$ cat src/rtl/single_port_sync_ram_be_if.sv
// single_port_sync_ram_be_if: request/response bus of the byte-enable single-port RAM
interface single_port_sync_ram_be_if #(
  parameter int DATA_WIDTH = 32,
  parameter int ADDR_WIDTH = 4
);
  logic                    cs;
  logic                    we;
  logic [DATA_WIDTH/8-1:0] be;
  logic [ADDR_WIDTH-1:0]   addr;
  logic [DATA_WIDTH-1:0]   wdata;
  logic [DATA_WIDTH-1:0]   rdata;
  logic                    rvalid;
  logic                    ready;
  modport master (output cs, we, be, addr, wdata, input rdata, rvalid, ready);
  modport slave (input cs, we, be, addr, wdata, output rdata, rvalid, ready);
endinterface

$ cat src/rtl/single_port_sync_ram_be.sv
// single_port_sync_ram_be: byte-enable single-port RAM with post-reset clear and 1/2-cycle read latency
module single_port_sync_ram_be #(
  parameter int                    DATA_WIDTH   = 32,
  parameter int                    ADDR_WIDTH   = 4,
  parameter int                    DEPTH        = 16,
  parameter int                    READ_LATENCY = 1,
  parameter logic [DATA_WIDTH-1:0] INIT_VALUE   = '0
) (
  input logic                      clk,
  input logic                      rst_n,
  single_port_sync_ram_be_if.slave bus
);
  localparam int NB = DATA_WIDTH / 8;
  localparam logic [ADDR_WIDTH-1:0] LAST = ADDR_WIDTH'(DEPTH - 1);
  typedef enum logic {CLEAR, RUN} state_e;
  state_e                state_q, state_d;
  logic [ADDR_WIDTH-1:0] ptr_q, ptr_d;
  logic [DATA_WIDTH-1:0] mem_q [DEPTH];
  logic [DATA_WIDTH-1:0] d1_q, d1_d, d2_q, d2_d, d3_q, d3_d;
  logic                  v1_q, v1_d, v2_q, v3_q;
  logic                  clr, acc, wr, in_range;
  always_comb begin
    clr      = state_q == CLEAR;
    acc      = bus.cs && !clr;
    in_range = {1'b0, bus.addr} < (ADDR_WIDTH + 1)'(DEPTH);
    wr       = acc && bus.we && in_range;
    state_d  = clr && ptr_q == LAST ? RUN : state_q;
    ptr_d    = clr ? ptr_q + 1'b1 : ptr_q;
    v1_d     = acc && !bus.we;
    d1_d     = v1_d ? (in_range ? mem_q[bus.addr] : '0) : d1_q;
    d2_d     = v1_q ? d1_q : d2_q;
    d3_d     = v2_q ? d2_q : d3_q;
  end
  // Array has no reset; the clear sequence initialises it after every reset.
  always_ff @(posedge clk) begin
    if (clr) mem_q[ptr_q] <= INIT_VALUE;
    else if (wr)
      for (int i = 0; i < NB; i++)
        if (bus.be[i]) mem_q[bus.addr][8*i +: 8] <= bus.wdata[8*i +: 8];
  end
  always_ff @(posedge clk or negedge rst_n) begin
    if (!rst_n) begin
      state_q <= CLEAR;
      ptr_q   <= '0;
      v1_q    <= 1'b0;
      v2_q    <= 1'b0;
      v3_q    <= 1'b0;
      d1_q    <= '0;
      d2_q    <= '0;
      d3_q    <= '0;
    end else begin
      state_q <= state_d;
      ptr_q   <= ptr_d;
      v1_q    <= v1_d;
      v2_q    <= v1_q;
      v3_q    <= v2_q;
      d1_q    <= d1_d;
      d2_q    <= d2_d;
      d3_q    <= d3_d;
    end
  end
  assign bus.ready  = state_q == RUN;
  assign bus.rvalid = READ_LATENCY == 2 ? v3_q : v2_q;
  assign bus.rdata  = READ_LATENCY == 2 ? d3_q : d2_q;
endmodule

$ cat src/flat_wrapper.sv
// flat-port wrapper written by rule: the top's interface ports become plain ports
module single_port_sync_ram_be_flat 
#(
  parameter int                    DATA_WIDTH   = 32,
  parameter int                    ADDR_WIDTH   = 4,
  parameter int                    DEPTH        = 16,
  parameter int                    READ_LATENCY = 1,
  parameter logic [DATA_WIDTH-1:0] INIT_VALUE   = '0
)
  (clk, rst_n, bus_cs, bus_we, bus_be, bus_addr, bus_wdata, bus_rdata, bus_rvalid, bus_ready);
  single_port_sync_ram_be_if #(.DATA_WIDTH(DATA_WIDTH), .ADDR_WIDTH(ADDR_WIDTH)) bus_i ();
  input logic clk;
  input logic rst_n;
  input wire logic [$bits(bus_i.cs)-1:0] bus_cs;
  input wire logic [$bits(bus_i.we)-1:0] bus_we;
  input wire logic [$bits(bus_i.be)-1:0] bus_be;
  input wire logic [$bits(bus_i.addr)-1:0] bus_addr;
  input wire logic [$bits(bus_i.wdata)-1:0] bus_wdata;
  output wire logic [$bits(bus_i.rdata)-1:0] bus_rdata;
  output wire logic [$bits(bus_i.rvalid)-1:0] bus_rvalid;
  output wire logic [$bits(bus_i.ready)-1:0] bus_ready;
  assign bus_i.cs = bus_cs;
  assign bus_i.we = bus_we;
  assign bus_i.be = bus_be;
  assign bus_i.addr = bus_addr;
  assign bus_i.wdata = bus_wdata;
  assign bus_rdata = bus_i.rdata;
  assign bus_rvalid = bus_i.rvalid;
  assign bus_ready = bus_i.ready;
  single_port_sync_ram_be #(.DATA_WIDTH(DATA_WIDTH), .ADDR_WIDTH(ADDR_WIDTH), .DEPTH(DEPTH), .READ_LATENCY(READ_LATENCY), .INIT_VALUE(INIT_VALUE)) u_core (.clk(clk), .rst_n(rst_n), .bus(bus_i));
endmodule
$ cat config.mk
export PLATFORM = sky130hd
export DESIGN_NAME = single_port_sync_ram_be_flat
export DESIGN_NICKNAME = d
export VERILOG_FILES = /design/src/rtl/single_port_sync_ram_be_if.sv /design/src/rtl/single_port_sync_ram_be.sv /design/src/flat_wrapper.sv
export SDC_FILE = /design/constraint.sdc
export NUM_CORES = 1
export LEC_CHECK = 0
export CAP_MARGIN = 20
export CORE_MARGIN = 2
export CORE_UTILIZATION = 57
export CTS_BUF_LIST = sky130_fd_sc_hd__clkbuf_8
export CTS_CLUSTER_DIAMETER = 100
export DETAILED_ROUTE_END_ITERATION = 12
export PLACE_DENSITY = 0.88
export SYNTH_ARGS = -nofsm -noshare
export SYNTH_HDL_FRONTEND = slang
export SYNTH_SLANG_ARGS = --single-unit
$ cat constraint.sdc
create_clock -name clk -period 2.1 [get_ports clk]
set_input_delay 0.42 -clock clk [delete_from_list [all_inputs] [get_ports clk]]
set_output_delay 0.42 -clock clk [all_outputs]
set_load 0.005 [all_outputs]
==> summary.txt <==
Status
  • Status: finished with violations
  • Failing checks: setup timing

Power and ir drop
  • Pwr Density: 857 nW/um^2
  • Comb pwr share: 0.084
  • Seq pwr share: 0.519
  • Sw Share: 0.234
  • Sw power: around 5.9 mW
  • Cell internal pwr: about 19 mW
  • VDD IR max: 0.000549 V
  • Static leakage: 11.6 nW
  • Clock power share: 0.398

Synth
  • Avg Cell Area, Syn: 18.1 sq um
  • Area leader, netlist: edfxtp_1
  • Synth Area in Simple Gates: 0.0502
  • Largest cells by area after synthesis: edfxtp_1 (67%), dfrtp_1 (7.8%), mux4_2 (6.1%)
  • Syn nets: 1,307
  • Mapped Cells: 1,262
  • Yosys Warn Count: 0
  • Yosys reg bits: slightly below 600
  • Register area share after synthesis: 0.752
  • Mapped cell area: 22,800 sq um
  • Yosys cell types: 32
  • Main combinational cell family by area after synthesis: multiplexers
  • Yosys top cell area share: 0.674
  • Synth async-reset ratio: 0.122
  • Count leader, synth: edfxtp_1
  • Most common library cells after synthesis: edfxtp_1 (512), mux2i_1 (132), dfrtp_1 (71), a22oi_1 (64), nor3_1 (64)
  • Synth Area in XOR/XNOR: 0.00115
  • Post-synthesis compound-gate area fraction: 0.0361
  • Number of synthesized flops with an enable pin: 512
  • Synth Area in Adders: 0.000548
  • Post-synthesis mux area share: 0.142
  • Commonest register cell after synthesis: edfxtp_1

GRT
  • Vias in the first global route: 14,631
  • First-pass GRT wire length: between 90,000 and 100,000 um
  • Initial antenna violation count: 0
  • Total gr overflow: 0
  • Pin count of the biggest net entering global routing: 49
  • Overall global routing resource usage: 0.328

Die
  • Initial Util: 0.576
  • Die area: 41,600 sq um
  • # rows: 73
  • Die Y: 204 um
  • I/O pin cnt: 78
  • Core ar.: 39,600 sq um
  • Die X: about 200 um

Layout
  • Area growth syn-to-layout: 28.1%
  • Final #Nets: 1,578
  • ANT cells: 0
  • Share of cells above drive strength 1: 0.309
  • Post-Layout Cell Count: 2,128

Timing
  • Final Setup Violations: 1
  • Shortest period the worst path allows: 2130 ps
  • Layout Skew: roughly 47 ps
  • Rel. slew slack: 0.599
  • Fin. max-slew vios: 0
  • F_max: 469 MHz
  • Actual slew at the worst max-slew pin: 602 ps
  • Final period util: 1.01
  • Min setup slack post-route: -29.9 ps
  • Setup TNS: -29.9 ps
  • Hold WS: 303 ps
  • Hold Fails Final Rpt: 0

Worst setup path
  • Req. time, crit path: 1680 ps
  • CP cell instances: clkdlybuf4s50_1
  • Worst Setup End Kind: primary output
  • Setup slack, reg-to-reg: about 20 ps
  • FF-to-FF End: u_core.mem_q[13][30]$_DFFE_PP_
  • Startpoint types: register
  • Reg2Reg Launch Point: u_core.bus.ready$_DFFE_PN0P_
  • WP depth: 1
  • Worst path arrival time: 1710 ps
  • WP buf/inv: 1
  • Peak per-stage delay on the critical path: 590 ps
  • Reg2Reg Depth: 7
  • Critical path class: register to primary output
  • Crit-path slowest cell: clkdlybuf4s50_1
  • Cell family with most CP delay: buffers and inverters
  • CP Max Fanout: 2

Drt
  • Final wirelength: 67,300 um
  • Initial DRC count: ~2,400
  • DRC: 0
  • Post-DR vias/cell: 6.80
  • Final ANT Viol Nets: 0
  • Vias post-DR: 14,471
  • DRT Pass-1 Iters: 6
  • Avg WL per Cell: 31.6 um

Clocking
  • Clock-pin slew on the worst setup and hold paths: 90 ps
  • Root buf cell: clkbuf_8
  • H-tree Lvls: 3
  • Number of CTS-inserted buffers: just over 80
  • CTS tree: yes
  • CTS sink count: 583
  • Skew-Pair Late Insertion Delay: between 600 and 700 ps
  • Clock Path Buffers: 3

Run
  • Max cap viols: 0

Place
  • Gpl congestion: 0.810
  • PortBufs: 77
  • HPWL after DPL: 36,600 um
  • Placed cell count: between 1,500 and 2,000

Min path
  • Worst hold path type: primary input to async pin
metal layers:
metal	track usage	up-vias	share of wire
li1	-	5574	-
met1	0.427	7214	0.34
met2	0.535	1387	0.49
met3	0.0682	296	0.12
met4	0.155	0	0.049
met5	0	-	0
state kept, by name, summed over array words and instances, names as in the netlist:
register / count
u_core.bus.rvalid: 1
u_core.v1_q: 1
u_core.bus.rdata: 32
u_core.d1_q: 32
u_core.mem_q: 512
u_core.ptr_q: 4
u_core.bus.ready: 1
how the worst max path moves through the flow:
stage,startpoint,end,slack (ps)
floorplan,bus_be[2],u_core.mem_q[13][10]$_DFFE_PP_,-390
global placement,bus_be[2],u_core.mem_q[12][18]$_DFFE_PP_,-750
detailed placement,bus_be[2],u_core.mem_q[13][11]$_DFFE_PP_,-840
CTS,u_core.bus.rdata[2]$_DFFE_PN0P_,bus_rdata[2],50
global route,u_core.bus.rdata[29]$_DFFE_PN0P_,bus_rdata[29],-20
finish,u_core.bus.rdata[29]$_DFFE_PN0P_,bus_rdata[29],-30
power groups by stage:
stage	clock network (mW)	registers (mW)	logic [mW]
final	9.96	13.0	2.09
after global routing	10.4	13.0	2.16
after CTS	9.83	13.0	2.03
after detailed placement	0	13.2	1.95
after global placement	0	13.2	1.88
after floorplan	0	13.2	0.886
final cells by class:
type	instances	area (sq um)
repair buffers	270	3580
clock buffers	87	1200
clock inverters	68	617
well taps	525	657
flip-flops and latches	583	17200
multi-input cells	594	6010
inverters	1	3.75
fillers	1968	10400
layout by cell type, fill, tap and decap left out, types with 2 or more instances in the layout:
cell type	Yosys	layout
nor2_1	36	34
nor3_4	0	57
buf_4	0	80
clkdlybuf4s50_1	0	70
mux2i_4	5	7
inv_6	0	3
inv_1	0	23
clkbuf_8	0	87
nand2_1	58	58
a31oi_1	31	31
bufinv_16	0	12
mux4_2	62	62
mux2i_1	132	132
nor2_2	0	2
mux2_2	33	33
dfrtp_2	0	2
dlygate4sd2_1	0	4
nor2b_1	10	7
buf_6	8	9
xnor2_1	3	3
nand4_1	23	23
clkinvlp_4	0	4
nor3_2	0	7
and2_1	36	36
nor2b_2	0	3
a21boi_4	0	4
dfrtp_1	71	69
clkinv_2	0	13
a22oi_1	64	64
buf_12	0	103
a21oi_1	21	21
clkinv_1	0	13
edfxtp_1	512	512
through the flow:
stage	power, mW	setup slack [ps]	cell area [sq um]	util
after floorplan	14.1	-390	23600	-
after global placement	15.1	-745	27200	0.686
after detailed placement	15.2	-836	27200	0.686
after CTS	24.8	48.3	29200	0.736
after global routing	25.6	-17.2	29200	0.737
final	25.1	-29.9	29200	0.737
cells by family (layout without fill, tap and decap cells):
family / count (synthesis) / in the layout
flip-flops: 583 / 583
multiplexers: 235 / 235
buffers and inverters: 85 / 426
AND/OR/NAND/NOR: 233 / 233
XOR/XNOR: 3 / 3
adder cells (fa/ha/maj): 1 / 1
AO/OA/AOI/OAI: 122 / 122
what timing repair did:
item	CTS	global route
endpoints found under the setup margin	505	115
setup buffers	7	2
pin swaps	9	5
cloned	2	0
hold endpoints to repair	32	0
hold buffers	1	0
resized for setup	15	3
(Power assumes the default switching activity.)
